==> src/rtl/zint_pkg.sv <==
// Shared constants for the ZX-bus interrupt controller: register map,
// CONTROL bit positions and the /INT pulse state encoding.
package zint_pkg;

   // Register select values on cfg_addr
   localparam logic [1:0] ZINT_ENABLE  = 2'd0;
   localparam logic [1:0] ZINT_EDGE    = 2'd1;
   localparam logic [1:0] ZINT_PENDING = 2'd2;
   localparam logic [1:0] ZINT_CONTROL = 2'd3;

   // CONTROL register bit positions
   localparam int CTRL_GEN    = 0;
   localparam int CTRL_PULSE  = 1;
   localparam int CTRL_VEC_LO = 4;

   // /INT driver state: idle, driving the pulse, waiting for the request to drop
   typedef enum logic [1:0] {
      ST_IDLE  = 2'd0,
      ST_PULSE = 2'd1,
      ST_WAIT  = 2'd2
   } pulse_state_t;

endpackage

==> src/rtl/zint_sync.sv <==
// Per-bit synchroniser for raw interrupt lines with polarity normalisation
// and rising-edge detect on the synchronised value.
module zint_sync
   import zint_pkg::*;
#(
   parameter int             W      = 2,
   parameter int             STAGES = 2,
   parameter logic [W-1:0]   POL    = '0
) (
   input  logic         fclk,
   input  logic         rst_n,
   input  logic [W-1:0] din,
   output logic [W-1:0] s,
   output logic [W-1:0] rise
);

   logic [W-1:0] chain [STAGES];
   logic [W-1:0] prev;

   // Shift the normalised (1 = active) inputs through the synchroniser chain
   always_ff @(posedge fclk) begin
      if (!rst_n) begin
         for (int k = 0; k < STAGES; k++) chain[k] <= '0;
         prev <= '0;
      end else begin
         chain[0] <= din ^ POL;
         for (int k = 1; k < STAGES; k++) chain[k] <= chain[k-1];
         prev <= chain[STAGES-1];
      end
   end

   assign s    = chain[STAGES-1];
   assign rise = s & ~prev;

endmodule

==> src/rtl/zint_ctrl.sv <==
// ZX-bus interrupt controller: latches edge/level events per source, masks
// them, and drives the /INT request either as a level or a fixed pulse.
// CPU side: cfg_we is a single-cycle write strobe with no back-pressure; the
// write takes effect on the fclk edge that samples it. Reads are combinational.
module zint_ctrl
   import zint_pkg::*;
#(
   parameter int                NSRC        = 2,
   parameter logic [NSRC-1:0]   SRC_POL     = NSRC'(2'b01),
   parameter int                SYNC_STAGES = 2,
   parameter int                PULSE_LEN   = 32
) (
   input  logic            fclk,
   input  logic            rst_n,
   input  logic [NSRC-1:0] src_in,
   input  logic            cfg_we,
   input  logic [1:0]      cfg_addr,
   input  logic [7:0]      cfg_wdata,
   output logic [7:0]      cfg_rdata,
   output logic            int_req,
   output logic            zint_oe,
   output logic [2:0]      irq_vec,
   output logic [1:0]      dbg_state
);

   localparam logic [7:0] PULSE_INIT = 8'(PULSE_LEN - 1);

   logic [NSRC-1:0] s, rise;
   logic [NSRC-1:0] enable_r, edge_r, pending_r;
   logic [NSRC-1:0] active, clr;
   logic            gen_r, pulse_r;
   logic [2:0]      irq_vec_c;
   logic            gated, ctrl_wr, abort;
   logic [7:0]      cnt;
   pulse_state_t    state;

   zint_sync #(
      .W      (NSRC),
      .STAGES (SYNC_STAGES),
      .POL    (SRC_POL)
   ) u_sync (
      .fclk  (fclk),
      .rst_n (rst_n),
      .din   (src_in),
      .s     (s),
      .rise  (rise)
   );

   assign clr     = (cfg_we && cfg_addr == ZINT_PENDING) ? cfg_wdata[NSRC-1:0] : '0;
   assign ctrl_wr = cfg_we && cfg_addr == ZINT_CONTROL;
   // Turning GEN off or switching mode restarts the driver from idle
   assign abort   = ctrl_wr && (!cfg_wdata[CTRL_GEN] || (cfg_wdata[CTRL_PULSE] != pulse_r));

   // CPU-writable configuration registers
   always_ff @(posedge fclk) begin
      if (!rst_n) begin
         enable_r <= '0;
         edge_r   <= '0;
         gen_r    <= 1'b0;
         pulse_r  <= 1'b0;
      end else if (cfg_we) begin
         case (cfg_addr)
            ZINT_ENABLE:  enable_r <= cfg_wdata[NSRC-1:0];
            ZINT_EDGE:    edge_r   <= cfg_wdata[NSRC-1:0];
            ZINT_CONTROL: begin
               gen_r   <= cfg_wdata[CTRL_GEN];
               pulse_r <= cfg_wdata[CTRL_PULSE];
            end
            default: ;
         endcase
      end
   end

   // Pending latch: edge sources hold until cleared (a new edge wins), level sources track s
   always_ff @(posedge fclk) begin
      if (!rst_n) begin
         pending_r <= '0;
      end else begin
         for (int i = 0; i < NSRC; i++) begin
            if (edge_r[i]) begin
               if (rise[i])     pending_r[i] <= 1'b1;
               else if (clr[i]) pending_r[i] <= 1'b0;
            end else begin
               pending_r[i] <= s[i];
            end
         end
      end
   end

   assign active  = pending_r & enable_r;
   assign int_req = |active;
   assign gated   = int_req & gen_r;

   // Lowest-numbered active source wins
   always_comb begin
      irq_vec_c = '0;
      for (int i = NSRC - 1; i >= 0; i--) begin
         if (active[i]) irq_vec_c = 3'(i);
      end
   end

   assign irq_vec = irq_vec_c;

   // Register read mux; bits above NSRC read as zero
   always_comb begin
      cfg_rdata = '0;
      case (cfg_addr)
         ZINT_ENABLE:  cfg_rdata = 8'(enable_r);
         ZINT_EDGE:    cfg_rdata = 8'(edge_r);
         ZINT_PENDING: cfg_rdata = 8'(pending_r);
         ZINT_CONTROL: begin
            cfg_rdata[CTRL_GEN]                 = gen_r;
            cfg_rdata[CTRL_PULSE]               = pulse_r;
            cfg_rdata[CTRL_VEC_LO+2:CTRL_VEC_LO] = irq_vec_c;
         end
         default: cfg_rdata = '0;
      endcase
   end

   // /INT driver: level follows gated one cycle late, pulse mode emits PULSE_LEN cycles per rising request
   always_ff @(posedge fclk) begin
      if (!rst_n || abort) begin
         state   <= ST_IDLE;
         cnt     <= '0;
         zint_oe <= 1'b0;
      end else begin
         case (state)
            ST_IDLE: begin
               if (pulse_r) begin
                  if (gated) begin
                     state   <= ST_PULSE;
                     cnt     <= PULSE_INIT;
                     zint_oe <= 1'b1;
                  end else begin
                     zint_oe <= 1'b0;
                  end
               end else begin
                  zint_oe <= gated;
               end
            end
            ST_PULSE: begin
               if (cnt == 8'd0) begin
                  state   <= ST_WAIT;
                  zint_oe <= 1'b0;
               end else begin
                  cnt <= cnt - 8'd1;
               end
            end
            ST_WAIT: begin
               zint_oe <= 1'b0;
               if (!gated) state <= ST_IDLE;
            end
            default: begin
               state   <= ST_IDLE;
               zint_oe <= 1'b0;
            end
         endcase
      end
   end

   assign dbg_state = state;

endmodule
==> config.mk <==
export PLATFORM = sky130hd
export DESIGN_NAME = zint_ctrl
export DESIGN_NICKNAME = d
export VERILOG_FILES = /design/src/rtl/zint_pkg.sv /design/src/rtl/zint_sync.sv /design/src/rtl/zint_ctrl.sv
export SDC_FILE = /design/constraint.sdc
export NUM_CORES = 1
export LEC_CHECK = 0
export BUFFER_PORTS_ARGS = -buffer_cell sky130_fd_sc_hd__buf_2
export CAP_MARGIN = 30
export CORE_ASPECT_RATIO = 1.25
export CORE_MARGIN = 3
export CORE_UTILIZATION = 35
export CTS_CLUSTER_SIZE = 24
export DETAILED_ROUTE_END_ITERATION = 8
export GPL_TIMING_DRIVEN = 0
export SLEW_MARGIN = 20
export SYNTH_ARGS = -nofsm -noshare
export SYNTH_HDL_FRONTEND = slang
export SYNTH_SLANG_ARGS = --single-unit
export TNS_END_PERCENT = 50
==> constraint.sdc <==
create_clock -name fclk -period 5.4 [get_ports fclk]
set_clock_uncertainty 0.2 [all_clocks]
set_input_delay 1.08 -clock fclk [delete_from_list [all_inputs] [get_ports fclk]]
set_output_delay 1.08 -clock fclk [all_outputs]
set_load 0.005 [all_outputs]
Yosys cells after proc, flatten, opt, wreduce, memory -nomap -nowiden
Memory sizes are Yosys's and may differ from the RTL's. Index checks and enable logic that the tools add are counted.

Register bits after elaboration: 21. Latch bits: 0. Bits in writable memories: 4. ROM bits: 0. Bits of input ports: 15. Output and inout port bits: 15. Word-level logic and storage cells: 78. Memories kept: 1.

Memories: u_sync.chain (words 2, width 2, read ports 2, clocked after Yosys merged registers in 0, write ports 2, RTL line zint_sync.sv:17) `logic [W-1:0] chain [STAGES];`.

Add/subtract/negate cells: 1. Multipliers: 0. Div/mod/pow operators: 0. Magnitude comparators: 0. Eq/ne operators: 13. Shift operators: 0. Mux-type cells: 28. Bitwise operators: 7. Reductions and logical operators: 18.

Operators by type and width (count): two-way mux 8 bit (3); one-hot mux 8 bit (2 select lines) (1); two-way mux 2 bit (7); two-way mux 1 bit (12); inequality test 2 bit, second input constant (5); zero test 8 bit (1); one-hot mux 2 bit (4 select lines) (1); AND reduction 4 bit (2); subtractor 8 x 1 -> 8 bit, second input constant (1); equality test 2 bit, second input constant (3); inequality test 3 x 2 -> 1 bit, second input constant (2); one-hot mux 2 bit (3 select lines) (1); one-hot mux 3 bit (2 select lines) (1); AND reduction 2 bit (3); bitwise AND 2 bit (2); equality test 2 x 1 -> 1 bit, second input constant (2); zero test 2 bit (2); logical AND 1 bit (3); two-way mux 3 bit (1); OR reduction 3 bit (1); zero test 1 bit (2); logical OR 1 bit (2); inverter 2 bit (1); bitwise OR 1 bit (2); 6 further kinds (6).

Longest topological paths before layout
Word-level depth: 6. Gate-level depth with buffers: 6. Gate-level depth less buffers: 6.

By module
Synthesis repeated with hierarchy kept, for this count alone.

Cells, all modules: 129. Area total of the unflattened synthesis: 1261.2 um2.

By module, submodules not included: zint_ctrl (instances 1, cells each 113, area an instance 1067.3 um2, seq. area each 380.4 um2); zint_sync (instances 1, cells each 16, area an instance 193.9 um2, seq. area each 120.1 um2).

Worst setup path before layout
Ideal clock, no wire load.

Path kind: input to output. From: in cfg_addr[0]. To: out cfg_rdata[0]. Arrival: 1.746 ns. Data required time: 4.120 ns. Path slack: 2.374 ns. Stages on the path: 2. Path buffers: 1. Path through: clkbuf_2 mux4_2.

Longest elaborated chain between the ends: 2. Elaborated cells between the ends (all ways): 5. Those cells by class: 3 x eq/ne; 1 x mux; 1 x reduce/logical.

Ends and longest elaborated chain: start, declared (RTL line zint_ctrl.sv:17) `input logic [1:0] cfg_addr,`; equality test 2 bit, or another cell as far along (RTL line zint_ctrl.sv:107) `case (cfg_addr)`; one-hot mux 2 bit (4 select lines) (*) (RTL line zint_ctrl.sv:107); end, declared (RTL line zint_ctrl.sv:19) `output logic [7:0] cfg_rdata,`.

Mark *: on every way between the ends. The rest lies on a longest branch, timed or not.

Worst setup path after layout
From: in cfg_addr[0]. To: out cfg_rdata[1].

The elaborated chain is that of the path after synthesis.

==> out/metrics.cfg <==
[clock_network]
cts_resized=0
root_buffer=clkbuf_8
cts_tree=built
cts_sinks=25
cts_made_buffers=3
clk_latency_ns=0.26
clockBufferDepth=2
hold_buffers=0
clkTransAtPathRegs_ns=0.08
cts_setup_buffers=0
htreeDepth=1

[detailed_routing]
vias=1004
antenna_left=0
viasPerCell=5.284
wl_um=2399
drtPass1Iterations=4
drc_errors=0
drt-wirelength-per-cell_um=12.63
drt_iter0_drc=23

[logic_synthesis]
synth_edf_count=0
synth.yosys.warnings=0
async_flop_share=0
synthCells=128
seq_area_frac_synth=0.4024
synth_cell_types=43
synth_seq_cells=25
synth-main-ff-cell=dfxtp_1
syn_area_mm2=0.001244
syn_area_per_cell_um2=9.716

[die]
die_x_um=59.32
io_pins=30
row_count=23
dieArea_mm2=0.004309
core_mm2=0.003309
fp.dieH_um=72.65
initial_utilization=0.3758

[timing]
rsz0062_at_grt=no
fin_crit_ns=3.179
fin_tns_setup_ns=0
slew_headroom=0.5788
min_period_over_period=0.5886
tightest_slew_ns=0.6159
drv_slew=0
report.final.hold_viol_count=0
finalSetupViolCount=0
max_freq_mhz=314.6

[global_routing]
grt_max_degree=14
overflow=0
grt.total_usage=0.1243
grt_use_met2=0.2005
globalRoute.busiestLayer=met2
antenna_found_initial=0
grt_pass1_vias=944
use_met3=0.03363
use_met1=0.1529
grt_pass1_wl_um=4229

[setup_path]
r2r_end=cnt[4]
cp-start-kind=input pin
path_max_fanout=7
crit_path_end_kind=output port
rr_startpoint=cnt[0]
cp.arrival_ns=1.90
rrSetupSlack_ns=3.40
cp.required_ns=4.12
reg2regPathDepth=6
crit_type=in -> out

[place]
hpwl_um=1886
io_buffers=15
gp_congestion=0.8213

[run]
maxCapViolCount=0

[layout]
finalNetCount=171
fin_util=0.4329
nFillCells=325
drive_gt1_frac=0.2418
multi_input_area_um2=685.7
synthToLayoutAreaGrowth_pct=15.19
ff_latch_area_um2=500.5
n_antenna_cell=0

[pwr]
irDropWorstVdd_mv=0.1372
power_leakage_uw=0.0006169
power_density_mw_per_mm2=226.9

[hold_path]
min_from=u_sync.chain[0][1]
holdPathEnd=u_sync.chain[0][3]
min_path_cells=1
hold_path_class=reg -> reg

[status]
status=finished, final reports clean

-- how the worst max path moves through the flow --
| stage | start | endpoint | slack [ns] | cells past startpoint |
|---|---|---|---|---|
| after global routing | cfg_addr[0] | cfg_rdata[0] | 2.18 | 3 |
| after CTS | cfg_addr[0] | cfg_rdata[1] | 2.22 | 3 |
| after global placement | cfg_addr[0] | cfg_rdata[0] | 2.21 | 3 |
| final | cfg_addr[0] | cfg_rdata[1] | 2.22 | 3 |
| after floorplan | cfg_addr[0] | cfg_rdata[0] | 2.37 | 2 |
| after detailed placement | cfg_addr[0] | cfg_rdata[1] | 2.23 | 3 |
-- layout by cell type, fill, tap and decap left out, types with 2 or more instances in the layout --
cell type | Yosys | layout
a211oi_1 | 3 | 3
a21o_1 | 2 | 2
a21oi_1 | 8 | 8
a31oi_1 | 2 | 2
and2_1 | 5 | 5
and3b_1 | 2 | 2
buf_2 | 0 | 15
buf_4 | 8 | 8
clkbuf_1 | 1 | 2
clkbuf_8 | 0 | 3
conb_1 | 1 | 7
dfxtp_1 | 25 | 25
ha_1 | 2 | 2
inv_1 | 3 | 3
mux2i_1 | 6 | 6
mux4_2 | 2 | 2
nand2_1 | 6 | 6
nand2b_1 | 2 | 2
nand3_1 | 4 | 4
nand3b_1 | 2 | 2
nand4_1 | 2 | 2
nor2_1 | 3 | 3
nor2b_1 | 8 | 8
nor3_1 | 6 | 6
nor3b_1 | 2 | 2
o21ai_0 | 2 | 2
or3_1 | 2 | 2
or3_4 | 2 | 2
-- critical path, cell delays in order --
cell and delay [ns]:
clkbuf_2 0.16, mux4_2 0.51, buf_2 0.15
-- registers in the layout (all words and copies together) (netlist names) --
register,cells
cnt,8
dbg_state,2
edge_r,2
enable_r,2
gen_r,1
pending_r,2
pulse_r,1
u_sync.chain,4
u_sync.prev,2
zint_oe,1
-- per-layer routing --
metal	vias up	routed length, um	share of wire
met5	-	0	0
met4	0	19	0.0079
met3	2	165	0.069
met2	24	1200	0.50
met1	476	1013	0.42
li1	502	-	-
-- logic make-up (layout without fill, tap and decap cells) --
kind of cell    count (synthesis)  after routing  synth area share
buf+inv                        13             32           0.06438
compound gates                 25             25            0.1408
fa+ha+maj                       2              2           0.02012
other cells                     1              7          0.003015
mux                             8              8           0.08451
flops                          25             25            0.4024
simple gates                   53             53            0.2777
xor+xnor                        1              1          0.007044
-- cells in the mapped netlist, drive strengths merged (2+ instances only) --
library cell,count,area share
a211oi,3,0.018
a21o,2,0.012
a21oi,9,0.039
a31oi,2,0.010
and2,5,0.025
and3b,2,0.014
buf,8,0.048
clkbuf,2,0.0070
dfxtp,25,0.40
ha,2,0.020
inv,3,0.0091
mux2i,6,0.048
mux4,2,0.036
nand2,6,0.018
nand2b,2,0.010
nand3,4,0.016
nand3b,3,0.028
nand4,2,0.010
nor2,3,0.0091
nor2b,8,0.040
nor3,6,0.024
nor3b,2,0.012
o21ai,2,0.0080
or3,5,0.034
-- stage by stage --
| stage | hold slack (ns) | area, um^2 | worst slack (ns) | std cells | total power (uW) |
|---|---|---|---|---|---|
| after floorplan | 0.2119 | 1266 | 2.374 | 134 | 212.2 |
| after global placement | 0.2172 | 1388 | 2.207 | 186 | 220.4 |
| after detailed placement | 0.2238 | 1388 | 2.230 | 186 | 221.1 |
| after CTS | 0.2470 | 1433 | 2.221 | 190 | 330.5 |
| after global routing | 0.2607 | 1433 | 2.177 | 190 | 344.1 |
| final | 0.2431 | 1433 | 2.221 | 190 | 325.1 |
-- final cells by class --
cell class,count,area share
inverter,3,0.007860
timing repair buffer,15,0.05240
multi-input combinational,96,0.4786
sequential,25,0.3493
buffer,10,0.04804
tap,37,0.03231
clock buffer,4,0.03144
-- report_power, final --
part / total (uW) / leakage, uW / internal (uW) / switching (uW)
combinational: 26.2 / 0.000391 / 13.5 / 12.7
sequential: 191 / 0.000203 / 188 / 2.70
clock: 108 / 0.0000228 / 52.6 / 55.7
total: 325 / 0.000617 / 254 / 71.1
Power figures use the tool's default switching activity.
